**src/rtl/fp_pkg.sv**
```systemverilog
// Shared types and format helpers for the sequential floating-point adder.
// Format helpers take the field widths so any EXP_W/MAN_W pair works.
package fp_pkg;

  typedef enum logic [2:0] {
    ST_IDLE,
    ST_ALIGN,
    ST_ADD,
    ST_NORM,
    ST_ROUND,
    ST_DONE
  } state_t;

  typedef enum logic [2:0] {
    CLS_ZERO,
    CLS_SUBNORM,
    CLS_NORMAL,
    CLS_INF,
    CLS_NAN
  } op_class_t;

  function automatic int fpWidth(input int expW, input int manW);
    return 1 + expW + manW;
  endfunction

  function automatic int fpBias(input int expW);
    return (1 << (expW - 1)) - 1;
  endfunction

  function automatic int fpExpMax(input int expW);
    return (1 << expW) - 1;
  endfunction

  // Canonical quiet NaN: positive, all-ones exponent, only the top fraction bit set.
  function automatic logic [127:0] fpQnan(input int expW, input int manW);
    logic [127:0] r;
    r = '0;
    for (int i = 0; i < expW; i++) r[manW + i] = 1'b1;
    r[manW - 1] = 1'b1;
    return r;
  endfunction

  function automatic op_class_t classify(input logic expZero, input logic expOnes,
                                         input logic fracZero);
    if (expOnes) return fracZero ? CLS_INF : CLS_NAN;
    if (expZero) return fracZero ? CLS_ZERO : CLS_SUBNORM;
    return CLS_NORMAL;
  endfunction

endpackage

```
**src/rtl/fp_adder_seq_lzc.sv**
```systemverilog
// Combinational leading-zero counter; an all-zero input reports WIDTH.
module fp_lzc #(
  parameter  int WIDTH = 11,
  localparam int CW    = $clog2(WIDTH + 1)
) (
  input  logic [WIDTH-1:0] value_i,
  output logic [CW-1:0]    count_o
);

  // Later (higher) set bits override earlier ones, so the MSB-most one wins.
  always_comb begin
    count_o = CW'(WIDTH);
    for (int i = 0; i < WIDTH; i++) begin
      if (value_i[i]) count_o = CW'(WIDTH - 1 - i);
    end
  end

endmodule

```
**src/rtl/fp_adder_seq.sv**
```systemverilog
// Multi-cycle IEEE-754-style add/subtract with round-to-nearest-even,
// one operation in flight, valid/ready handshake on both sides.
module fp_adder_seq
  import fp_pkg::*;
#(
  parameter  int EXP_W = 8,
  parameter  int MAN_W = 7,
  localparam int W     = fpWidth(EXP_W, MAN_W)
) (
  input  logic         clock,
  input  logic         n_reset,
  input  logic         in_valid,
  output logic         in_ready,
  input  logic [W-1:0] a,
  input  logic [W-1:0] b,
  input  logic         sub,
  output logic         out_valid,
  input  logic         out_ready,
  output logic [W-1:0] sum,
  output logic         flag_invalid,
  output logic         flag_overflow,
  output logic         flag_inexact
);

  localparam int SW = MAN_W + 4;            // hidden + fraction + guard/round/sticky
  localparam int EW = EXP_W + 1;            // headroom for carry and rounding increments
  localparam int CW = $clog2(SW + 1);
  localparam logic [W-1:0]  QNAN    = W'(fpQnan(EXP_W, MAN_W));
  localparam logic [EW-1:0] EXP_MAX = EW'(fpExpMax(EXP_W));

  state_t          state_q, state_d;
  logic [W-1:0]    opA_q, opB_q;
  logic            sign_q, effSub_q, special_q, specInvalid_q, zero_q;
  logic [EW-1:0]   exp_q, normExp_q;
  logic [SW-1:0]   bigSig_q, smallSig_q, normSig_q;
  logic [W-1:0]    specialVal_q, sum_q;
  logic [SW:0]     add_q;
  logic            invalid_q, overflow_q, inexact_q;

  logic            sA, sB;
  logic [EXP_W-1:0] eA, eB, bigE, smallE, bigEff, smallEff, diff;
  logic [MAN_W-1:0] fA, fB, bigF, smallF;
  op_class_t       clsA, clsB;
  logic            aBig, sign_d, special_d, specInvalid_d;
  logic [W-1:0]    specialVal_d;
  logic [SW-1:0]   bigSig_d, smallExt, smallSig_d;

  assign {sA, eA, fA} = opA_q;
  assign {sB, eB, fB} = opB_q;
  assign clsA = classify(eA == '0, &eA, fA == '0);
  assign clsB = classify(eB == '0, &eB, fB == '0);
  assign aBig = opA_q[W-2:0] >= opB_q[W-2:0];

  // Order by magnitude and align the smaller significand, folding lost bits into sticky.
  always_comb begin
    bigE       = aBig ? eA : eB;
    bigF       = aBig ? fA : fB;
    smallE     = aBig ? eB : eA;
    smallF     = aBig ? fB : fA;
    sign_d     = aBig ? sA : sB;
    bigEff     = (bigE == '0) ? EXP_W'(1) : bigE;
    smallEff   = (smallE == '0) ? EXP_W'(1) : smallE;
    diff       = bigEff - smallEff;
    bigSig_d   = {bigE != '0, bigF, 3'b000};
    smallExt   = {smallE != '0, smallF, 3'b000};
    smallSig_d = '0;
    if (32'(diff) >= 32'(SW)) begin
      smallSig_d[0] = |smallExt;
    end else begin
      smallSig_d    = smallExt >> diff;
      smallSig_d[0] = smallSig_d[0] | (|(smallExt & ~({SW{1'b1}} << diff)));
    end
  end

  // Specials and zero operands bypass the arithmetic path with a fixed result.
  always_comb begin
    special_d     = 1'b1;
    specInvalid_d = 1'b0;
    specialVal_d  = '0;
    if (clsA == CLS_NAN || clsB == CLS_NAN) begin
      specialVal_d = QNAN;
    end else if (clsA == CLS_INF && clsB == CLS_INF) begin
      specialVal_d  = (sA != sB) ? QNAN : opA_q;
      specInvalid_d = sA != sB;
    end else if (clsA == CLS_INF) begin
      specialVal_d = opA_q;
    end else if (clsB == CLS_INF) begin
      specialVal_d = opB_q;
    end else if (clsA == CLS_ZERO && clsB == CLS_ZERO) begin
      specialVal_d = {sA & sB, {(W-1){1'b0}}};
    end else if (clsB == CLS_ZERO) begin
      specialVal_d = opA_q;
    end else if (clsA == CLS_ZERO) begin
      specialVal_d = opB_q;
    end else begin
      special_d = 1'b0;
    end
  end

  logic [SW:0]    add_d;
  logic [CW-1:0]  lzCount;
  logic [31:0]    shiftAmt;
  logic [SW-1:0]  normSig_d;
  logic [EW-1:0]  normExp_d;
  logic           zero_d;

  assign add_d = effSub_q ? ({1'b0, bigSig_q} - {1'b0, smallSig_q})
                          : ({1'b0, bigSig_q} + {1'b0, smallSig_q});

  fp_lzc #(.WIDTH(SW)) uLzc (
    .value_i (add_q[SW-1:0]),
    .count_o (lzCount)
  );

  // Left shifts stop at exponent 1; a limited shift leaves a subnormal (stored exp 0).
  always_comb begin
    normSig_d = '0;
    normExp_d = exp_q;
    zero_d    = 1'b0;
    shiftAmt  = '0;
    if (add_q[SW]) begin
      normSig_d    = add_q[SW:1];
      normSig_d[0] = add_q[1] | add_q[0];
      normExp_d    = exp_q + EW'(1);
    end else if (add_q[SW-1:0] == '0) begin
      zero_d = 1'b1;
    end else begin
      shiftAmt  = (32'(lzCount) < 32'(exp_q) - 32'd1) ? 32'(lzCount) : 32'(exp_q) - 32'd1;
      normSig_d = add_q[SW-1:0] << shiftAmt;
      normExp_d = normSig_d[SW-1] ? exp_q - EW'(shiftAmt) : '0;
    end
  end

  logic           roundUp, overflow_d, inexact_d, invalid_d;
  logic [MAN_W+1:0] mantRnd;
  logic [EW-1:0]  expRnd;
  logic [MAN_W-1:0] fracRnd;
  logic [W-1:0]   result_d;

  always_comb begin
    roundUp = normSig_q[2] & (normSig_q[1] | normSig_q[0] | normSig_q[3]);
    mantRnd = {1'b0, normSig_q[SW-1:3]} + (MAN_W+2)'(roundUp);
    expRnd  = normExp_q;
    fracRnd = mantRnd[MAN_W-1:0];
    if (mantRnd[MAN_W+1]) begin
      expRnd  = normExp_q + EW'(1);
      fracRnd = mantRnd[MAN_W:1];
    end else if (normExp_q == '0 && mantRnd[MAN_W]) begin
      expRnd = EW'(1);
    end
    result_d   = {sign_q, expRnd[EXP_W-1:0], fracRnd};
    overflow_d = 1'b0;
    invalid_d  = 1'b0;
    inexact_d  = |normSig_q[2:0];
    if (special_q) begin
      result_d  = specialVal_q;
      invalid_d = specInvalid_q;
      inexact_d = 1'b0;
    end else if (zero_q) begin
      result_d  = '0;
      inexact_d = 1'b0;
    end else if (expRnd >= EXP_MAX) begin
      result_d   = {sign_q, {EXP_W{1'b1}}, {MAN_W{1'b0}}};
      overflow_d = 1'b1;
      inexact_d  = 1'b1;
    end
  end

  always_comb begin
    state_d = state_q;
    case (state_q)
      ST_IDLE:  if (in_valid) state_d = ST_ALIGN;
      ST_ALIGN: state_d = ST_ADD;
      ST_ADD:   state_d = ST_NORM;
      ST_NORM:  state_d = ST_ROUND;
      ST_ROUND: state_d = ST_DONE;
      ST_DONE:  if (out_ready) state_d = ST_IDLE;
      default:  state_d = ST_IDLE;
    endcase
  end

  always_ff @(posedge clock or negedge n_reset) begin
    if (!n_reset) begin
      state_q       <= ST_IDLE;
      opA_q         <= '0;
      opB_q         <= '0;
      sign_q        <= 1'b0;
      effSub_q      <= 1'b0;
      exp_q         <= '0;
      bigSig_q      <= '0;
      smallSig_q    <= '0;
      special_q     <= 1'b0;
      specInvalid_q <= 1'b0;
      specialVal_q  <= '0;
      add_q         <= '0;
      normSig_q     <= '0;
      normExp_q     <= '0;
      zero_q        <= 1'b0;
      sum_q         <= '0;
      invalid_q     <= 1'b0;
      overflow_q    <= 1'b0;
      inexact_q     <= 1'b0;
    end else begin
      state_q <= state_d;
      case (state_q)
        ST_IDLE: if (in_valid) begin
          opA_q      <= a;
          opB_q      <= {b[W-1] ^ sub, b[W-2:0]};
          invalid_q  <= 1'b0;
          overflow_q <= 1'b0;
          inexact_q  <= 1'b0;
        end
        ST_ALIGN: begin
          sign_q        <= sign_d;
          effSub_q      <= sA ^ sB;
          exp_q         <= EW'(bigEff);
          bigSig_q      <= bigSig_d;
          smallSig_q    <= smallSig_d;
          special_q     <= special_d;
          specInvalid_q <= specInvalid_d;
          specialVal_q  <= specialVal_d;
        end
        ST_ADD: add_q <= add_d;
        ST_NORM: begin
          normSig_q <= normSig_d;
          normExp_q <= normExp_d;
          zero_q    <= zero_d;
        end
        ST_ROUND: begin
          sum_q      <= result_d;
          invalid_q  <= invalid_d;
          overflow_q <= overflow_d;
          inexact_q  <= inexact_d;
        end
        default: ;
      endcase
    end
  end

  assign in_ready      = state_q == ST_IDLE;
  assign out_valid     = state_q == ST_DONE;
  assign sum           = sum_q;
  assign flag_invalid  = invalid_q;
  assign flag_overflow = overflow_q;
  assign flag_inexact  = inexact_q;

endmodule

```
**config.mk**
```make
export PLATFORM = sky130hd
export DESIGN_NAME = fp_adder_seq
export DESIGN_NICKNAME = d
export VERILOG_FILES = /design/src/rtl/fp_pkg.sv /design/src/rtl/fp_adder_seq_lzc.sv /design/src/rtl/fp_adder_seq.sv
export SDC_FILE = /design/constraint.sdc
export NUM_CORES = 1
export LEC_CHECK = 0
export BUFFER_PORTS_ARGS = -buffer_cell sky130_fd_sc_hd__clkbuf_2
export CORE_MARGIN = 2
export CORE_UTILIZATION = 25
export DETAILED_ROUTE_END_ITERATION = 7
export PLACE_DENSITY = 0.5
export SYNTH_ARGS = -nofsm -noshare
export SYNTH_HDL_FRONTEND = slang
export SYNTH_SLANG_ARGS = --single-unit
```
**constraint.sdc**
```tcl
create_clock -name clock -period 7.1 [get_ports clock]
set_input_delay 1.775 -clock clock [delete_from_list [all_inputs] [get_ports clock]]
set_output_delay 1.775 -clock clock [all_outputs]
set_load 0.05 [all_outputs]
```
==> load_flow_metrics.sql, run 1 <==
INSERT INTO impl_metrics (metric_group, metric, value, unit) VALUES
('flow_run', 'maxCapViolations', '0', ''),
('critical_path', 'cp-startpoint', 'opA_q[0]', ''),
('detailed_routing', 'post_detailed_routing_wire_length', '29200', 'um'),
('yosys', 'avgSynthCellArea', '8.44', 'sq um'),
('yosys', 'yosysUniqueCellTypes', '80', ''),
('yosys', 'mappedNetlistArea', '9660', 'sq um'),
('yosys', 'synth_edf_count', '0', ''),
('min_path', 'hold_class', 'register to register', ''),
('cells_and_area', 'final_cell_mix', '144 x nand2_1, 134 x dfrtp_1, 105 x o21ai_0', ''),
('floorplan', 'core', '38400', 'sq um'),
('cells_and_area', 'nets', '1258', ''),
('sta', 'period_share', '78.2', '%'),
('global_routing', 'number_of_antenna_violations_at_the_first_check_in_global_routing', '1', ''),
('clocking', 'cts_made_buffers', '17', ''),
('sta', 'setup_viol', '0', ''),
('clocking', 'clock_tree.htree_level_count', '4', ''),
('clocking', 'cts_repair_resize_count', '0', ''),
('floorplan', 'ioPinCount', '58', ''),
('placed_design', 'placement.io_buffers', '57', ''),
('cells_and_area', 'diodes', '0', ''),
('critical_path', 'critical_path_peak_fanout', '26', ''),
('detailed_routing', 'viasPerCell', '5.10', ''),
('yosys', 'synthFlopType', 'dfrtp_1', ''),
('critical_path', 'arrival', '5910', 'ps'),
('clocking', 'clk_transition_reported_paths', '60', 'ps'),
('clocking', 'cts_tree', 'built', ''),
('cells_and_area', 'area_growth_syn_to_layout', '14.4', '%'),
('detailed_routing', 'drt-wirelength-per-cell', '17.3', 'um'),
('yosys', 'yosysTopAreaCell', 'dfrtp_1', ''),
('clocking', 'number_of_buffers_added_to_fix_hold_violations_after_cts', '0', ''),
('global_routing', 'global_route.overflow_total', '0', ''),
('sta', 'relSlewSlack', '15.3', '%'),
('placed_design', 'dpl_wire_length', '21600', 'um'),
('floorplan', 'rows', '72', ''),
('detailed_routing', 'detailedRoute.firstPassIterationCount', '6', ''),
('cells_and_area', 'layout.cells.most_common', 'nand2_1', ''),
('clocking', 'clk_latency', '430', 'ps'),
('yosys', 'netlist.area_leader.share', '34.7', '%'),
('sta', 'worst-slew-pin-transition', '1260', 'ps'),
('yosys', 'postSynth.asyncResetShare', '100', '%'),
('sta', 'timing.final.hold_violations', '0', ''),
('global_routing', 'first_pass_grt_wire_length', '47800', 'um'),
('yosys', 'ys_ff_latch', '134', ''),
('sta', 'final.setup_skew', '12.6', 'ps'),
('sta', 'rsz0062_at_grt', 'false', ''),
('sta', 'timing_max_transition_violations_final', '0', ''),
('yosys', 'yosys_warnings', '0', ''),
('global_routing', 'grt_start_max_net_pins', '79', ''),
('floorplan', 'floorplan.initialDensity', '25.2', '%'),
('sta', 'fin_crit', '5550', 'ps'),
('yosys', 'synth.top_cells.by_area', 'dfrtp_1 35%, ha_1 7.0%, nand2_1 5.6%', ''),
('detailed_routing', 'antenna_nets_post_route', '0', ''),
('cells_and_area', 'fillers', '4201', ''),
('detailed_routing', 'drt_iter0_markers', '729', ''),
('placed_design', 'gp_congestion', '0.863', ''),
('sta', 'totalNegativeSetupSlack', '0', 'ps'),
('clocking', 'postCtsSetupRepairBufs', '0', ''),
('sta', 'maximum_clock_frequency', '180', 'MHz'),
('min_path', 'hold_start', 'specialVal_q[13]', ''),
('cells_and_area', 'final_layout_size_suffix_gt1_share', '12.3', '%'),
('global_routing', 'first_global_vias', '8460', ''),
('yosys', 'seq_area_frac_synth', '34.7', '%'),
('detailed_routing', 'post-route-drc-count', '0', ''),
('detailed_routing', 'via_count', '8635', ''),
('clocking', 'cts-root-to-sink-buffers', '2', ''),
('floorplan', 'die_width', '201', 'um'),
('critical_path', 'crit_type', 'register to register', ''),
('critical_path', 'setup.worst_path.end_class', 'register', ''),
('floorplan', 'die_y', '201', 'um'),
('critical_path', 'worst-endpoint-required', '7460', 'ps'),
('yosys', 'post_synth_inst_count', '1145', ''),
('global_routing', 'grtUsageTotal', '14.6', '%'),
('clocking', 'tritoncts_num_sinks', '134', ''),
('floorplan', 'die_area', '40200', 'sq um'),
('critical_path', 'critical_path.startpoint_type', 'register', ''),
('outcome', 'outcome', 'completed', ''),
('critical_path', 'regToRegStartpoint', 'opA_q[0]', ''),
('clocking', 'cts-root-buf', 'clkbuf_16', '');
## sequential cells by signal (all words and copies together) (netlist names), 9 cells and up
register and count:
opA_q 16, opB_q 16, specialVal_q 16, sum 16, add_q 12, normSig_q 11
smallSig_q 11, normExp_q 9
## critical path: stages (launching register included)
cell	delay [ps]
dfrtp_1	400
inv_1	110
ha_1	290
nand2b_1	140
a21o_1	170
a21oi_1	180
o211ai_1	180
a21oi_4	640
mux2i_1	290
a41oi_1	320
ha_1	210
inv_1	60
fa_1	450
a311oi_1	320
nor3_1	90
or4b_1	500
a21oi_1	310
and3_1	320
nand2_1	100
o2bb2ai_1	220
a221o_1	170
## area by class of cell
cell class                 count  area (sq um)  share of cell area (%)
inverter                      64           240                    2.17
multi-input combinational    880          5810                    52.6
timing repair buffer          67           367                    3.32
clock inverter                13           206                    1.87
clock buffer                  17           425                    3.85
tap                          518           648                    5.86
sequential                   134          3350                    30.3
## worst paths after layout
path,to,slack (ps),cells past startpoint
max,smallSig_q[3],1550,20
min,specialVal_q[13],480,2
max reg2reg,smallSig_q[3],1550,20
min reg2reg,specialVal_q[13],480,2
max in group asynchronous,smallSig_q[0],4470,2
min in group asynchronous,add_q[9],1410,1
## routing by layer
| layer | share of wire [%] | GRT usage [%] | vias up |
|---|---|---|---|
| met5 | 0.027 | 0 | - |
| met4 | 0.99 | 2.72 | 2 |
| met3 | 4.4 | 2.61 | 28 |
| met2 | 46 | 23.4 | 255 |
| met1 | 49 | 20.8 | 4145 |
| li1 | - | - | 4205 |
## through the flow
stage               cells  hold WS, ps  instance area [sq um]  worst slack (ps)  utilization [%]
finish               1693          479                  11100              1550             28.8
global route         1693          510                  11100              1060             28.8
CTS                  1693          485                  11100              1560             28.8
detailed placement   1663          471                  10400              1580             27.2
global placement     1663          463                  10400              1800             27.2
floorplan            1146          440                   9660              1620                -
## cells by family after synthesis
kind of cell,Yosys count,share of synthesized area (%)
and+or+nand+nor,385,19.1
AOI/OAI and AO/OA,346,23.2
DFF,134,34.7
buffers and inverters,132,5.49
adders and majority gates,57,7.62
muxes,51,6.24
xor gates and xnor gates,39,3.54
other,1,0.0388
## cells in the mapped netlist (22+ instances only)
cell      number
a21oi_1       72
a221oi_1      28
clkbuf_1      51
dfrtp_1      134
ha_1          54
inv_1         61
mux2i_1       26
nand2_1      144
nand3_1       27
nor2_1        83
nor3_1        27
o21ai_0      105
xnor2_1       22
Power of run 1 is not shown: default switching activity piles up to over one toggle a cycle in this logic, so the estimate is an artifact.
==> run 2, diff against run 1 <==
--- a/config.mk
+++ b/config.mk
@@ -9,7 +9,7 @@
 export CORE_MARGIN = 2
 export CORE_UTILIZATION = 25
 export DETAILED_ROUTE_END_ITERATION = 7
-export PLACE_DENSITY = 0.5
+export PLACE_DENSITY = 0.51
 export SYNTH_ARGS = -nofsm -noshare
 export SYNTH_HDL_FRONTEND = slang
 export SYNTH_SLANG_ARGS = --single-unit
==> constraint.sdc (replaced) <==
create_clock -name clock -period 4.9 [get_ports clock]
set_input_delay 1.225 -clock clock [delete_from_list [all_inputs] [get_ports clock]]
set_output_delay 1.225 -clock clock [all_outputs]
set_load 0.05 [all_outputs]
==> run 2 against run 1 <==
Compared with the run above: first-iteration DRC count increased by 6.6%; core utilization rose by 1.1 points; global-route usage down 0.068 points; critical path depth down 1; sequential share of layout area down 1.2 points; flip-flop and latch count did not move; cell count increased by 3.5%; clock skew grew 0.88 ps; clock-buffer cell count did not move; register-to-register slack lost 1300 ps; via count rose by 3.0%.
==> load_flow_metrics.sql, run 2 (synthesis results as in run 1) <==
INSERT INTO impl_metrics (metric_group, metric, value, unit) VALUES
('clocking', 'tritoncts_num_sinks', '134', ''),
('sta', 'maximum_clock_frequency', '217', 'MHz'),
('critical_path', 'rr_worst_depth', '19', ''),
('floorplan', 'die_y', '201', 'um'),
('sta', 'post-route-worst-setup-slack', '285', 'ps'),
('min_path', 'hold_class', 'register to register', ''),
('detailed_routing', 'viasPerCell', '5.08', ''),
('min_path', 'hold_start', 'sum[14]', ''),
('floorplan', 'floorplan.initialDensity', '25.2', '%'),
('global_routing', 'first_pass_grt_wire_length', '47200', 'um'),
('critical_path', 'critical_path_peak_fanout', '7', ''),
('critical_path', 'arrival', '4990', 'ps'),
('floorplan', 'die_width', '201', 'um'),
('sta', 'timing_max_transition_violations_final', '0', ''),
('sta', 'setup_viol', '0', ''),
('cells_and_area', 'area_growth_syn_to_layout', '19.0', '%'),
('sta', 'timing.final.hold_violations', '0', ''),
('critical_path', 'regToRegStartpoint', 'opB_q[12]', ''),
('critical_path', 'crit_type', 'register to register', ''),
('global_routing', 'grt_start_max_net_pins', '72', ''),
('critical_path', 'critical_path.startpoint_type', 'register', ''),
('sta', 'final.setup_skew', '13.5', 'ps'),
('clocking', 'cts_made_buffers', '17', ''),
('flow_run', 'maxCapViolations', '0', ''),
('global_routing', 'grtUsageTotal', '14.6', '%'),
('detailed_routing', 'detailedRoute.firstPassIterationCount', '5', ''),
('placed_design', 'gp_congestion', '0.857', ''),
('clocking', 'clk_latency', '440', 'ps'),
('critical_path', 'worst-endpoint-required', '5270', 'ps'),
('detailed_routing', 'post-route-drc-count', '0', ''),
('floorplan', 'die_area', '40200', 'sq um'),
('sta', 'rsz0062_at_grt', 'true', ''),
('detailed_routing', 'drt_iter0_markers', '777', ''),
('cells_and_area', 'final_layout_size_suffix_gt1_share', '17.2', '%'),
('placed_design', 'pre_cts_slack', '62.0', 'ps'),
('clocking', 'clock_tree.htree_level_count', '4', ''),
('clocking', 'cts_tree', 'built', ''),
('cells_and_area', 'diodes', '0', ''),
('detailed_routing', 'antenna_nets_post_route', '0', ''),
('clocking', 'cts-root-to-sink-buffers', '2', ''),
('clocking', 'number_of_buffers_added_to_fix_hold_violations_after_cts', '0', ''),
('placed_design', 'dpl_wire_length', '21900', 'um'),
('critical_path', 'cp-startpoint', 'opB_q[12]', ''),
('outcome', 'outcome', 'completed', ''),
('cells_and_area', 'nets', '1316', ''),
('detailed_routing', 'drt-wirelength-per-cell', '16.6', 'um'),
('detailed_routing', 'post_detailed_routing_wire_length', '29200', 'um'),
('floorplan', 'core', '38400', 'sq um'),
('sta', 'fin_crit', '4620', 'ps'),
('placed_design', 'placement.io_buffers', '57', ''),
('critical_path', 'setup.worst_path.end_class', 'register', ''),
('global_routing', 'first_global_vias', '8448', ''),
('cells_and_area', 'layout.cells.most_common', 'nand2_1', ''),
('global_routing', 'number_of_antenna_violations_at_the_first_check_in_global_routing', '0', ''),
('detailed_routing', 'via_count', '8897', ''),
('clocking', 'cts-root-buf', 'clkbuf_16', ''),
('sta', 'relSlewSlack', '18.5', '%'),
('global_routing', 'global_route.overflow_total', '0', ''),
('clocking', 'clk_transition_reported_paths', '70', 'ps'),
('sta', 'period_share', '94.2', '%'),
('floorplan', 'ioPinCount', '58', ''),
('min_path', 'hold-path-cell-count', '2', ''),
('sta', 'worst-slew-pin-transition', '1210', 'ps'),
('cells_and_area', 'final_cell_mix', '144 x nand2_1, 134 x dfrtp_1, 103 x o21ai_0', ''),
('floorplan', 'rows', '72', '');
[run 2: cell types whose count changed in the layout (fill, tap and decap cells not counted), sizes merged]
cell and change:
buf +58, bufinv -4, clkinvlp -1, inv +7
[run 2: through the flow]
| stage | TNS [ps] | cell area (sq um) | util (%) | instances | hold slack (ps) |
|---|---|---|---|---|---|
| after floorplan | 0 | 9680 | - | 1146 | 440 |
| after global placement | 0 | 10800 | 28.2 | 1718 | 464 |
| after detailed placement | 0 | 10800 | 28.2 | 1718 | 473 |
| after CTS | 0 | 11400 | 29.8 | 1750 | 488 |
| after global routing | -97.4 | 11500 | 29.9 | 1753 | 506 |
| final | 0 | 11500 | 29.9 | 1753 | 482 |
[run 2: path summary, 6_finish.rpt]
| check | endpoint | slack, ps |
|---|---|---|
| max in group asynchronous | smallSig_q[1] | 3140 |
| setup reg to reg | smallSig_q[3] | 280 |
| hold / removal | sum[14] | 480 |
| hold reg to reg | sum[14] | 480 |
| setup / recovery | smallSig_q[3] | 280 |
| min in group asynchronous | sum[5] | 800 |
[run 2: layout make-up]
type | instances | area (sq um)
clock buffer | 17 | 425
clock inverter | 15 | 164
fill | 4113 | 26900
inverter | 64 | 240
multi-input combinational | 880 | 5850
sequential | 134 | 3350
tap | 518 | 648
timing repair buffer | 125 | 810
[run 2: worst max-delay path: stages (launching register included)]
cell,delay (ps)
dfrtp_1,420
inv_1,100
ha_1,300
a21o_1,160
a21o_1,170
a21oi_1,120
o21ai_0,140
a21oi_4,290
buf_4,160
buf_4,130
mux2_2,390
fa_2,420
a311oi_2,250
nor3_1,60
or4b_1,530
a21oi_2,220
and3_1,210
nand2_1,70
o2bb2ai_1,220
a221o_1,180
[run 2: timing repair]
| action | CTS | global route |
|---|---|---|
| endpoints found under the setup margin | 0 | 14 |
| setup buffers | 0 | 3 |
| gates resized for setup | 0 | 14 |
[run 2: per-layer routing]
layer	up-vias	track usage, %	part of all wire, %
li1	4333	-	-
met3	55	2.48	4.6
met4	0	4.02	2.2
met2	267	22.7	44
met1	4242	20.8	49
met5	-	0	0
Power of run 2 is left out for the same reason.
